<file path="src/rtl/alb_mw_seq.sv">
// Multi-word sequencer for an 8-bit ALU slice: issues one word per cycle LSW first,
// chains slice carry, assembles the wide result and whole-operand flags.
module alb_mw_seq #(
  parameter int DATA_WIDTH = 8,
  parameter int WORDS      = 4
) (
  input  logic                        clk,
  input  logic                        reset,
  input  logic                        start,
  input  logic [1:0]                  op,
  input  logic [DATA_WIDTH*WORDS-1:0] op_a,
  input  logic [DATA_WIDTH*WORDS-1:0] op_b,
  input  logic                        cin,
  output logic                        busy,
  output logic                        done,
  output logic [DATA_WIDTH*WORDS-1:0] result,
  output logic                        co,
  output logic                        vo,
  output logic                        no,
  output logic                        zo,
  output logic [DATA_WIDTH-1:0]       alu_a,
  output logic [DATA_WIDTH-1:0]       alu_b,
  output logic                        alu_ci,
  output logic [1:0]                  alu_i,
  input  logic [DATA_WIDTH-1:0]       alu_f,
  input  logic                        alu_co,
  input  logic                        alu_vo,
  input  logic                        alu_no,
  input  logic                        alu_zo
);

  localparam int W     = DATA_WIDTH * WORDS;
  localparam int IDX_W = (WORDS > 1) ? $clog2(WORDS) : 1;
  localparam logic [IDX_W-1:0] LAST_IDX = IDX_W'(WORDS - 1);

  typedef enum logic [1:0] {S_IDLE, S_RUN, S_DRAIN} state_t;

  state_t           state_q, state_d;
  logic [IDX_W-1:0] idx_q, idx_d;
  logic             busy_q, busy_d;
  logic             done_q, done_d;
  logic [W-1:0]     result_q, result_d;
  logic             co_q, co_d, vo_q, vo_d, no_q, no_d, zo_q, zo_d;

  logic [W-1:0]     a_q, a_d, b_q, b_d;
  logic [W-1:0]     res_acc_q, res_acc_d;
  logic [1:0]       op_q, op_d;
  logic             cin_q, cin_d;
  logic             zo_acc_q, zo_acc_d;

  always_comb begin
    state_d   = state_q;
    idx_d     = idx_q;
    done_d    = 1'b0;
    result_d  = result_q;
    co_d      = co_q;
    vo_d      = vo_q;
    no_d      = no_q;
    zo_d      = zo_q;
    a_d       = a_q;
    b_d       = b_q;
    res_acc_d = res_acc_q;
    op_d      = op_q;
    cin_d     = cin_q;
    zo_acc_d  = zo_acc_q;
    alu_a     = '0;
    alu_b     = '0;
    alu_ci    = 1'b0;
    alu_i     = op_q;

    case (state_q)
      S_IDLE: begin
        if (start) begin
          a_d      = op_a;
          b_d      = op_b;
          op_d     = op;
          cin_d    = cin;
          idx_d    = '0;
          zo_acc_d = 1'b1;
          state_d  = S_RUN;
        end
      end
      S_RUN: begin
        alu_a = a_q[int'(idx_q)*DATA_WIDTH +: DATA_WIDTH];
        alu_b = b_q[int'(idx_q)*DATA_WIDTH +: DATA_WIDTH];
        // Carry for word k>0 comes straight from the ALU's previous-slice carry.
        if (op_q[0]) begin
          alu_ci = (idx_q == '0) ? cin_q : alu_co;
        end
        if (idx_q != '0) begin
          res_acc_d[(int'(idx_q)-1)*DATA_WIDTH +: DATA_WIDTH] = alu_f;
          zo_acc_d = zo_acc_q & alu_zo;
        end
        if (idx_q == LAST_IDX) begin
          state_d = S_DRAIN;
        end else begin
          idx_d = idx_q + 1'b1;
        end
      end
      S_DRAIN: begin
        result_d = res_acc_q;
        result_d[W-1 -: DATA_WIDTH] = alu_f;
        zo_d    = zo_acc_q & alu_zo;
        co_d    = alu_co;
        vo_d    = alu_vo;
        no_d    = alu_no;
        done_d  = 1'b1;
        state_d = S_IDLE;
      end
      default: state_d = S_IDLE;
    endcase

    busy_d = (state_d != S_IDLE);
  end

  always_ff @(posedge clk) begin
    if (!reset) begin
      state_q  <= S_IDLE;
      idx_q    <= '0;
      busy_q   <= 1'b0;
      done_q   <= 1'b0;
      result_q <= '0;
      co_q     <= 1'b0;
      vo_q     <= 1'b0;
      no_q     <= 1'b0;
      zo_q     <= 1'b0;
    end else begin
      state_q  <= state_d;
      idx_q    <= idx_d;
      busy_q   <= busy_d;
      done_q   <= done_d;
      result_q <= result_d;
      co_q     <= co_d;
      vo_q     <= vo_d;
      no_q     <= no_d;
      zo_q     <= zo_d;
    end
  end

  // Operand latches and partial-result accumulators carry no reset.
  always_ff @(posedge clk) begin
    a_q       <= a_d;
    b_q       <= b_d;
    res_acc_q <= res_acc_d;
    op_q      <= op_d;
    cin_q     <= cin_d;
    zo_acc_q  <= zo_acc_d;
  end

  assign busy   = busy_q;
  assign done   = done_q;
  assign result = result_q;
  assign co     = co_q;
  assign vo     = vo_q;
  assign no     = no_q;
  assign zo     = zo_q;

endmodule
</file>
<file path="config.mk">
export PLATFORM = sky130hd
export DESIGN_NAME = alb_mw_seq
export DESIGN_NICKNAME = d
export VERILOG_FILES = /design/src/rtl/alb_mw_seq.sv
export SDC_FILE = /design/constraint.sdc
export NUM_CORES = 1
export LEC_CHECK = 0
export CORE_MARGIN = 2
export CORE_UTILIZATION = 50
export CTS_BUF_LIST = sky130_fd_sc_hd__clkbuf_4
export CTS_CLUSTER_SIZE = 8
export DETAILED_ROUTE_END_ITERATION = 8
export HOLD_SLACK_MARGIN = 0.05
export PLACE_DENSITY = 0.82
export SYNTH_ARGS = -nofsm -noshare
export SYNTH_HDL_FRONTEND = slang
export SYNTH_SLANG_ARGS = --single-unit
</file>
<file path="constraint.sdc">
create_clock -name clk -period 9.8 [get_ports clk]
set_input_delay 1.96 -clock clk [delete_from_list [all_inputs] [get_ports clk]]
set_output_delay 1.96 -clock clk [all_outputs]
set_load 0.005 [all_outputs]
</file>
==> results.json, run 1 <==
{
  "seq_area_frac_synth_pct": 70.0,
  "status": "finished, final reports clean",
  "avgRoutedWirePerCell_um": 15.5,
  "ant_nets": 0,
  "std_cell_rows": 37,
  "setup_tns_ns": 0,
  "end_kind": "primary output",
  "holdBufCountCts": 0,
  "crit_arrival_ns": 3.28,
  "dp_worst_setup_slack_ns": 4.56,
  "grt_max_degree": 60,
  "finalCritPeriodShare_pct": 53.5,
  "fin_area_mm2": 0.00691,
  "skew_ns": 0.0156,
  "multi_input_area_mm2": 0.00141,
  "peakVddDrop_mv": 0.0937,
  "tightest_slew_ns": 1.23,
  "chipHeight_um": 105,
  "async_flop_share_pct": 0,
  "seqPwrFrac_pct": 57.2,
  "worst-setup-path-type": "input port to primary output",
  "ios": 139,
  "slew_viol_final": 0,
  "ys_ff_latch": 134,
  "clkPwrFrac_pct": 34.4,
  "holdWs_ns": 0.458,
  "nets": 595,
  "finalSetupViolCount": 0,
  "grt_pass1_wl_um": 16500,
  "htree_levels": 4,
  "fmax_mhz": 191,
  "insertedDiodeCount": 0,
  "dieArea_mm2": 0.0111,
  "slew_headroom_pct": 17.8,
  "syn_to_final_growth_pct": 34.3,
  "hold_viol_final": 0,
  "crit_path_start_kind": "input port",
  "power_switching_uw": 239,
  "grt_pass1_vias": 3373,
  "grt_antenna_before_repair": 0,
  "yosysWarnings": 0,
  "drt_wl_total_um": 10100,
  "critPathRequiredTime_ns": 7.84,
  "setup_slack_ns": 4.56,
  "drt_iter0_drc": 130,
  "cts_resized": 0,
  "cts_sinks": 134,
  "syn_inst": 366,
  "drc": 0,
  "gp_congestion": 0.800,
  "hpwl_um": 7180,
  "routed_via_density": 5.02,
  "hold_path_class": "flip-flop to flip-flop",
  "numCtsBuffers": 17,
  "gr-total-overflow": 0,
  "cts_root_buf": "clkbuf_4",
  "pwr-share-comb_pct": 8.4,
  "dr.pass1.iters": 5,
  "internal_power_uw": 862,
  "syn-num-nets": 455,
  "die_w_um": 105,
  "worstPathMaxFanout": 2,
  "p_sw_share_pct": 21.7,
  "avgSynthCellArea_um2": 14.1,
  "fillers": 698,
  "min_period_ns": 5.24,
  "vias": 3288,
  "p_leak_nw": 2.30,
  "regArea_mm2": 0.00360,
  "cts_tree": "built",
  "clock_latency_ns": 0.54,
  "start_util_pct": 50.7,
  "core_mm2": 0.0101,
  "clk_pin_slew_ns": 0.11,
  "power_density_mw_per_mm2": 159,
  "cts_setup_buffers": 0,
  "max_cap_violations": 0,
  "io_buffers": 138,
  "synth_edf_count": 92,
  "grt_use_total_pct": 19.8,
  "synth_ff_type": "edfxtp_1",
  "synth_cell_types": 32,
  "dpl-instance-area_mm2": 0.00661,
  "syn_area_mm2": 0.00514,
  "rsz0062_at_grt": "no",
  "layout-drive-gt1-share_pct": 10.6,
  "clockBufferDepth": 2
}
==> metal layers <==
metal	share of wire [%]	track usage, %	up-vias
met5	0	0	-
met3	8.2	6.49	15
met1	39	23.1	1547
li1	-	-	1580
met2	51	33.3	146
met4	1.7	8.86	0
==> final timing paths <==
check / from / cells past startpoint / end / slack (ns)
setup reg to reg: idx_q[1]$_SDFFE_PN0P_ / 3 / res_acc_q[17]$_DFFE_PP_ / 6.81
setup / recovery: alu_co / 4 / alu_ci / 4.56
hold / removal: result[23]$_SDFFE_PN0P_ / 2 / result[23]$_SDFFE_PN0P_ / 0.46
hold reg to reg: result[23]$_SDFFE_PN0P_ / 2 / result[23]$_SDFFE_PN0P_ / 0.46
==> cell families (layout without fill, tap and decap cells) <==
family,after synthesis,count (layout),share of synthesized area (%)
simple gates,137,137,13.3
flops,134,134,70.0
compound gates,44,44,4.65
buf+inv,25,178,2.63
mux,18,18,7.54
fa+ha+maj,7,7,1.70
xor+xnor,1,1,0.170
==> worst max-delay path, cell delays in order <==
cell and delay, ns:
clkdlybuf4s50_1 0.47, mux2i_1 0.07, nor3b_1 0.22, clkdlybuf4s50_1 0.56
==> power by group through the flow <==
stage | clock, mW | combinational [mW] | sequential, mW
6_report | 0.379 | 0.0927 | 0.630
5_1_grt | 0.411 | 0.0999 | 0.631
4_1_cts | 0.386 | 0.0941 | 0.630
3_5_place_dp | 0 | 0.0936 | 0.643
3_3_place_gp | 0 | 0.0914 | 0.641
2_1_floorplan | 0 | 0.0416 | 0.642
==> registers in the layout, summed over array words and instances (netlist names) <==
signal	cells
zo_acc_q	1
done	1
co	1
result	32
res_acc_q	24
state_q	2
a_q	32
zo	1
cin_q	1
b_q	32
busy	1
alu_i	2
idx_q	2
no	1
vo	1
==> cells in the final DEF (no fill, tap or decap), types with 4 or more instances in the layout <==
| master | netlist | routed |
|---|---|---|
| a21oi_1 | 37 | 37 |
| and2_1 | 24 | 24 |
| buf_4 | 1 | 4 |
| clkbuf_4 | 0 | 19 |
| clkdlybuf4s50_1 | 0 | 138 |
| dfxtp_1 | 42 | 42 |
| edfxtp_1 | 92 | 92 |
| ha_1 | 7 | 7 |
| inv_1 | 4 | 4 |
| mux4_2 | 14 | 14 |
| nand2_1 | 74 | 74 |
| nor2_1 | 5 | 5 |
| nor2b_1 | 17 | 16 |
| nor3b_1 | 5 | 4 |
==> area by class of cell <==
cell class / count / share of cell area (%)
Sequential cell: 134 / 52.1
Timing Repair Buffer: 142 / 20.4
Clock inverter: 13 / 2.24
Clock buffer: 19 / 2.06
Multi-Input combinational cell: 207 / 20.5
Inverter: 4 / 0.217
Tap cell: 136 / 2.46
==> cells in the mapped netlist (all sizes together), types with 3 or more instances <==
cell	instances	area, um2
mux4	16	368
nand3	3	15.0
buf	16	101
ha	7	87.6
a21oi	38	201
edfxtp	92	2760
and2	24	150
nor3b	6	50.1
nor2b	17	106
nand2	74	278
nor2	5	18.8
inv	4	15.0
dfxtp	42	841
clkbuf	5	18.8
==> stage by stage <==
| step | utilization, % | power [mW] | instances |
|---|---|---|---|
| 2_1_floorplan | - | 0.684 | 366 |
| 3_3_place_gp | 65.2 | 0.733 | 623 |
| 3_5_place_dp | 65.2 | 0.737 | 623 |
| 4_1_cts | 68.2 | 1.11 | 655 |
| 5_1_grt | 68.2 | 1.14 | 655 |
| 6_report | 68.2 | 1.10 | 655 |
Note: power is estimated with default switching activity, not from simulation.
==> run 2, diff against run 1 <==
- clock period: 9.8 -> 5 ns (I/O delays scaled with it)
==> results.json, run 2 (synthesized netlist as in run 1, its figures left out) <==
{
  "start_util_pct": 50.7,
  "hold_viol_final": 0,
  "worst-setup-path-type": "flip-flop to primary output",
  "p_leak_nw": 2.30,
  "vias": 3279,
  "end_kind": "primary output",
  "timing.rr.start": "state_q[0]$_SDFF_PN0_",
  "power_density_mw_per_mm2": 316,
  "clockBufferDepth": 2,
  "layout-drive-gt1-share_pct": 10.2,
  "grt_antenna_before_repair": 0,
  "finalCritPeriodShare_pct": 74.1,
  "grt_max_degree": 49,
  "final_core_util_pct": 68.6,
  "crit_arrival_ns": 2.71,
  "rsz0062_at_grt": "no",
  "clk_pin_slew_ns": 0.11,
  "grt_pass1_vias": 3351,
  "holdBufCountCts": 0,
  "layout_commonest_cell": "clkdlybuf4s50_1",
  "syn_to_final_growth_pct": 35.2,
  "cts_setup_buffers": 0,
  "setup_slack_ns": 1.29,
  "worstPathMaxFanout": 25,
  "drc": 0,
  "min_from": "result[17]$_SDFFE_PN0P_",
  "dp_worst_setup_slack_ns": 1.69,
  "avgRoutedWirePerCell_um": 15.5,
  "slew_headroom_pct": 17.7,
  "gr-total-overflow": 0,
  "grt_use_total_pct": 19.6,
  "cts_sinks": 134,
  "dr.pass1.iters": 5,
  "core_mm2": 0.0101,
  "fmax_mhz": 270,
  "ff2ff_setup_slack_ns": 2.24,
  "min_period_ns": 3.71,
  "cts_resized": 0,
  "clock_latency_ns": 0.52,
  "std_cell_rows": 37,
  "drt_iter0_drc": 118,
  "hold_path_class": "flip-flop to flip-flop",
  "ios": 139,
  "die_w_um": 105,
  "multi_input_area_mm2": 0.00142,
  "gp_congestion": 0.817,
  "io_buffers": 138,
  "p_total_mw": 2.20,
  "max_cap_violations": 0,
  "dieArea_mm2": 0.0111,
  "hold_depth": 2,
  "tightest_slew_ns": 1.23,
  "hpwl_um": 7170,
  "crit_chain": "buf_4 -> inv_1 -> ha_1 -> mux2i_1 -> nor3b_1 -> clkdlybuf4s50_1",
  "crit_path_start_kind": "flip-flop",
  "hold_end": "result[17]$_SDFFE_PN0P_",
  "ant_nets": 0,
  "chipHeight_um": 105,
  "numCtsBuffers": 17,
  "drt_wl_total_um": 10200,
  "routed_via_density": 5.00,
  "cts_root_buf": "clkbuf_4",
  "reg2reg_to": "res_acc_q[23]$_DFFE_PP_",
  "critPathRequiredTime_ns": 4.00,
  "setup_tns_ns": 0,
  "skew_ns": 0.0164,
  "htree_levels": 4,
  "slew_viol_final": 0,
  "cts_tree": "built",
  "fillers": 701,
  "cp_slowest_stage_delay_ns": 0.54,
  "insertedDiodeCount": 0,
  "peakVddDrop_mv": 0.200,
  "status": "finished, final reports clean",
  "nets": 596,
  "rr_worst_depth": 2,
  "regArea_mm2": 0.00360,
  "crit_slowest_cell": "clkdlybuf4s50_1",
  "grt_pass1_wl_um": 16300,
  "finalSetupViolCount": 0,
  "final_cell_mix": "clkdlybuf4s50_1, edfxtp_1, nand2_1"
}
==> run 2: cell types whose count changed in the layout (fill, tap and decap cells not counted) <==
cell        previous run  this run
clkinvlp_4             1         4
nor3b_2                2         1
bufinv_16              3         4
clkinv_4               3         1
clkbuf_4              19        18
inv_4                  1         0
inv_2                  2         0
nor3b_4                0         1
clkinv_1               1         4
buf_12                 0         1
clkinv_2               1         0
==> run 2: worst max-delay path, delay by kind of cell (launching register included) <==
family                     cells  cell delay [ns]
and+or+nand+nor                1             0.21
DFF                            1             0.33
muxes                          1             0.17
buffers and inverters          3             1.11
adders and majority gates      1             0.37
==> run 2: layer usage <==
metal / part of all wire, % / vias to the layer above / GRT usage (%)
li1: - / 1588 / -
met1: 40 / 1533 / 23.4
met2: 50 / 143 / 31.9
met3: 8.3 / 15 / 6.99
met4: 1.6 / 0 / 8.67
met5: 0 / - / 0
==> run 2: cell type report <==
| type | count | share of cell area [%] |
|---|---|---|
| clock buffer | 18 | 1.94 |
| clock inverter | 14 | 2.63 |
| inverter | 4 | 0.216 |
| multi-input combinational | 207 | 20.4 |
| sequential | 134 | 51.8 |
| tap | 136 | 2.45 |
| timing repair buffer | 143 | 20.6 |
==> run 2: worst max-delay path by stage <==
stage / startpoint / to / slack, ns / cells past startpoint
final: idx_q[0]$_SDFFE_PN0P_ / alu_ci / 1.29 / 6
after global routing: idx_q[0]$_SDFFE_PN0P_ / alu_ci / 1.07 / 6
after CTS: idx_q[0]$_SDFFE_PN0P_ / alu_ci / 1.21 / 6
after detailed placement: alu_co / alu_ci / 1.69 / 4
after global placement: alu_co / alu_ci / 1.70 / 4
after floorplan: start / zo_acc_q$_SDFFCE_PP1P_ / 0.74 / 2
==> run 2: where the power goes <==
part	switching [mW]	internal (mW)	leakage, nW
logic	0.0735	0.114	0.947
clock network	0.379	0.397	0.155
registers	0.00999	1.22	1.20
==> run 2: metrics by stage <==
| step | hold slack (ns) | instance area [um2] | instances |
|---|---|---|---|
| final | 0.461 | 6960 | 656 |
| after global routing | 0.478 | 6960 | 656 |
| after CTS | 0.462 | 6960 | 656 |
| after detailed placement | 0.447 | 6640 | 624 |
| after global placement | 0.441 | 6640 | 624 |
| after floorplan | 0.453 | 5150 | 366 |
==> run 3, diff against run 2 <==
- clock period: 5 -> 3.8 ns (I/O delays scaled with it)
==> results.json, run 3 (synthesized netlist as in run 1, its figures left out) <==
{
  "dr.pass1.iters": 6,
  "vias": 3346,
  "finalSetupViolCount": 0,
  "hold_path_class": "flip-flop to flip-flop",
  "p_leak_nw": 2.35,
  "finalCritPeriodShare_pct": 85.8,
  "ios": 139,
  "min_period_ns": 3.26,
  "numCtsBuffers": 17,
  "gp_congestion": 0.776,
  "crit_arrival_ns": 2.50,
  "cp-endpoint": "alu_ci",
  "ant_nets": 0,
  "cp_slowest_stage_delay_ns": 0.58,
  "setup_tns_ns": 0,
  "io_buffers": 138,
  "cts_root_buf": "clkbuf_4",
  "max_cap_violations": 0,
  "ff2ff_setup_slack_ns": 1.72,
  "reg2reg_to": "res_acc_q[14]$_DFFE_PP_",
  "insertedDiodeCount": 0,
  "drc": 0,
  "regArea_mm2": 0.00360,
  "skew_ns": 0.0250,
  "tightest_slew_ns": 0.634,
  "grt_pass1_wl_um": 16300,
  "clockBufferDepth": 2,
  "start_util_pct": 50.7,
  "cts_tree": "built",
  "worst-setup-path-type": "flip-flop to primary output",
  "status": "finished, final reports clean",
  "grt_use_total_pct": 19.6,
  "routed_via_density": 5.04,
  "core_mm2": 0.0101,
  "gr-total-overflow": 0,
  "final_cell_mix": "clkdlybuf4s50_1, edfxtp_1, nand2_1",
  "crit_start": "idx_q[1]$_SDFFE_PN0P_",
  "hpwl_um": 7330,
  "die_w_um": 105,
  "peakVddDrop_mv": 0.306,
  "grt_antenna_before_repair": 0,
  "crit_chain": "inv_1 -> ha_1 -> mux2i_1 -> nor3b_1 -> clkdlybuf4s50_1",
  "power_density_mw_per_mm2": 409,
  "clk_pin_slew_ns": 0.12,
  "crit_slowest_cell": "dfxtp_1",
  "hold_viol_final": 0,
  "fillers": 705,
  "std_cell_rows": 37,
  "timing.rr.start": "idx_q[1]$_SDFFE_PN0P_",
  "dieArea_mm2": 0.0111,
  "nets": 604,
  "drt_iter0_drc": 177,
  "cts_resized": 0,
  "cts_sinks": 134,
  "htree_levels": 4,
  "multi_input_area_mm2": 0.00142,
  "chipHeight_um": 105,
  "slew_viol_final": 0,
  "holdBufCountCts": 0,
  "critPathRequiredTime_ns": 3.04,
  "final_core_util_pct": 68.9,
  "syn_to_final_growth_pct": 35.8,
  "avgRoutedWirePerCell_um": 15.4,
  "rsz0062_at_grt": "no",
  "crit_path_start_kind": "flip-flop",
  "grt_max_degree": 38,
  "slew_headroom_pct": 57.7,
  "end_kind": "primary output",
  "clock_latency_ns": 0.54,
  "grt_pass1_vias": 3338,
  "cts_setup_buffers": 0,
  "layout_commonest_cell": "clkdlybuf4s50_1",
  "fmax_mhz": 307,
  "drt_wl_total_um": 10300,
  "layout-drive-gt1-share_pct": 12.3,
  "worstPathMaxFanout": 9,
  "rr_worst_depth": 5
}
[run 3: layout make-up]
cell class,instances,area share [%]
Clock buffer,19,2.04
Multi-Input combinational cell,207,20.3
Inverter,4,0.215
Clock inverter,13,2.24
Tap cell,136,2.44
Timing Repair Buffer,151,21.2
Sequential cell,134,51.6
[run 3: where the power goes]
part / total, mW / switching [mW] / leakage, nW / internal, mW
clock network: 0.988 / 0.518 / 0.171 / 0.470
registers: 1.62 / 0.0155 / 1.20 / 1.61
logic: 0.248 / 0.0958 / 0.984 / 0.153
[run 3: worst max-delay path, delay by kind of cell (launching register included)]
family / cells / cell delay [ns]
fa+ha+maj: 1 / 0.33
flops: 1 / 0.58
simple gates: 1 / 0.20
mux: 1 / 0.16
buf+inv: 2 / 0.69
[run 3: routing by layer]
layer	track usage, %	share of wire, %	vias up
met2	30.6	48	143
met4	8.67	1.8	0
li1	-	-	1612
met3	7.67	8.2	18
met5	0	0	-
met1	24.3	42	1573
[run 3: worst min path at each step]
stage / start / end / slack (ns) / cells past startpoint
6_report: result[13]$_SDFFE_PN0P_ / result[13]$_SDFFE_PN0P_ / 0.46 / 2
5_1_grt: vo$_SDFFE_PN0P_ / vo$_SDFFE_PN0P_ / 0.49 / 2
4_1_cts: result[18]$_SDFFE_PN0P_ / result[18]$_SDFFE_PN0P_ / 0.46 / 2
3_5_place_dp: result[18]$_SDFFE_PN0P_ / result[18]$_SDFFE_PN0P_ / 0.45 / 2
3_3_place_gp: result[31]$_SDFFE_PN0P_ / result[31]$_SDFFE_PN0P_ / 0.44 / 2
2_1_floorplan: co$_SDFFE_PN0P_ / co$_SDFFE_PN0P_ / 0.45 / 2
[run 3: per-stage QoR]
stage                     total power [mW]  hold slack, ns  instances  setup WS (ns)  area, um2
after floorplan                       1.76           0.453        366          0.705       5160
after global placement                1.90           0.442        632          0.993       6690
after detailed placement              1.91           0.447        632          0.988       6690
after CTS                             2.87           0.463        664          0.478       6990
after global routing                  2.97           0.487        664          0.372       6990
final                                 2.86           0.459        664          0.541       6990
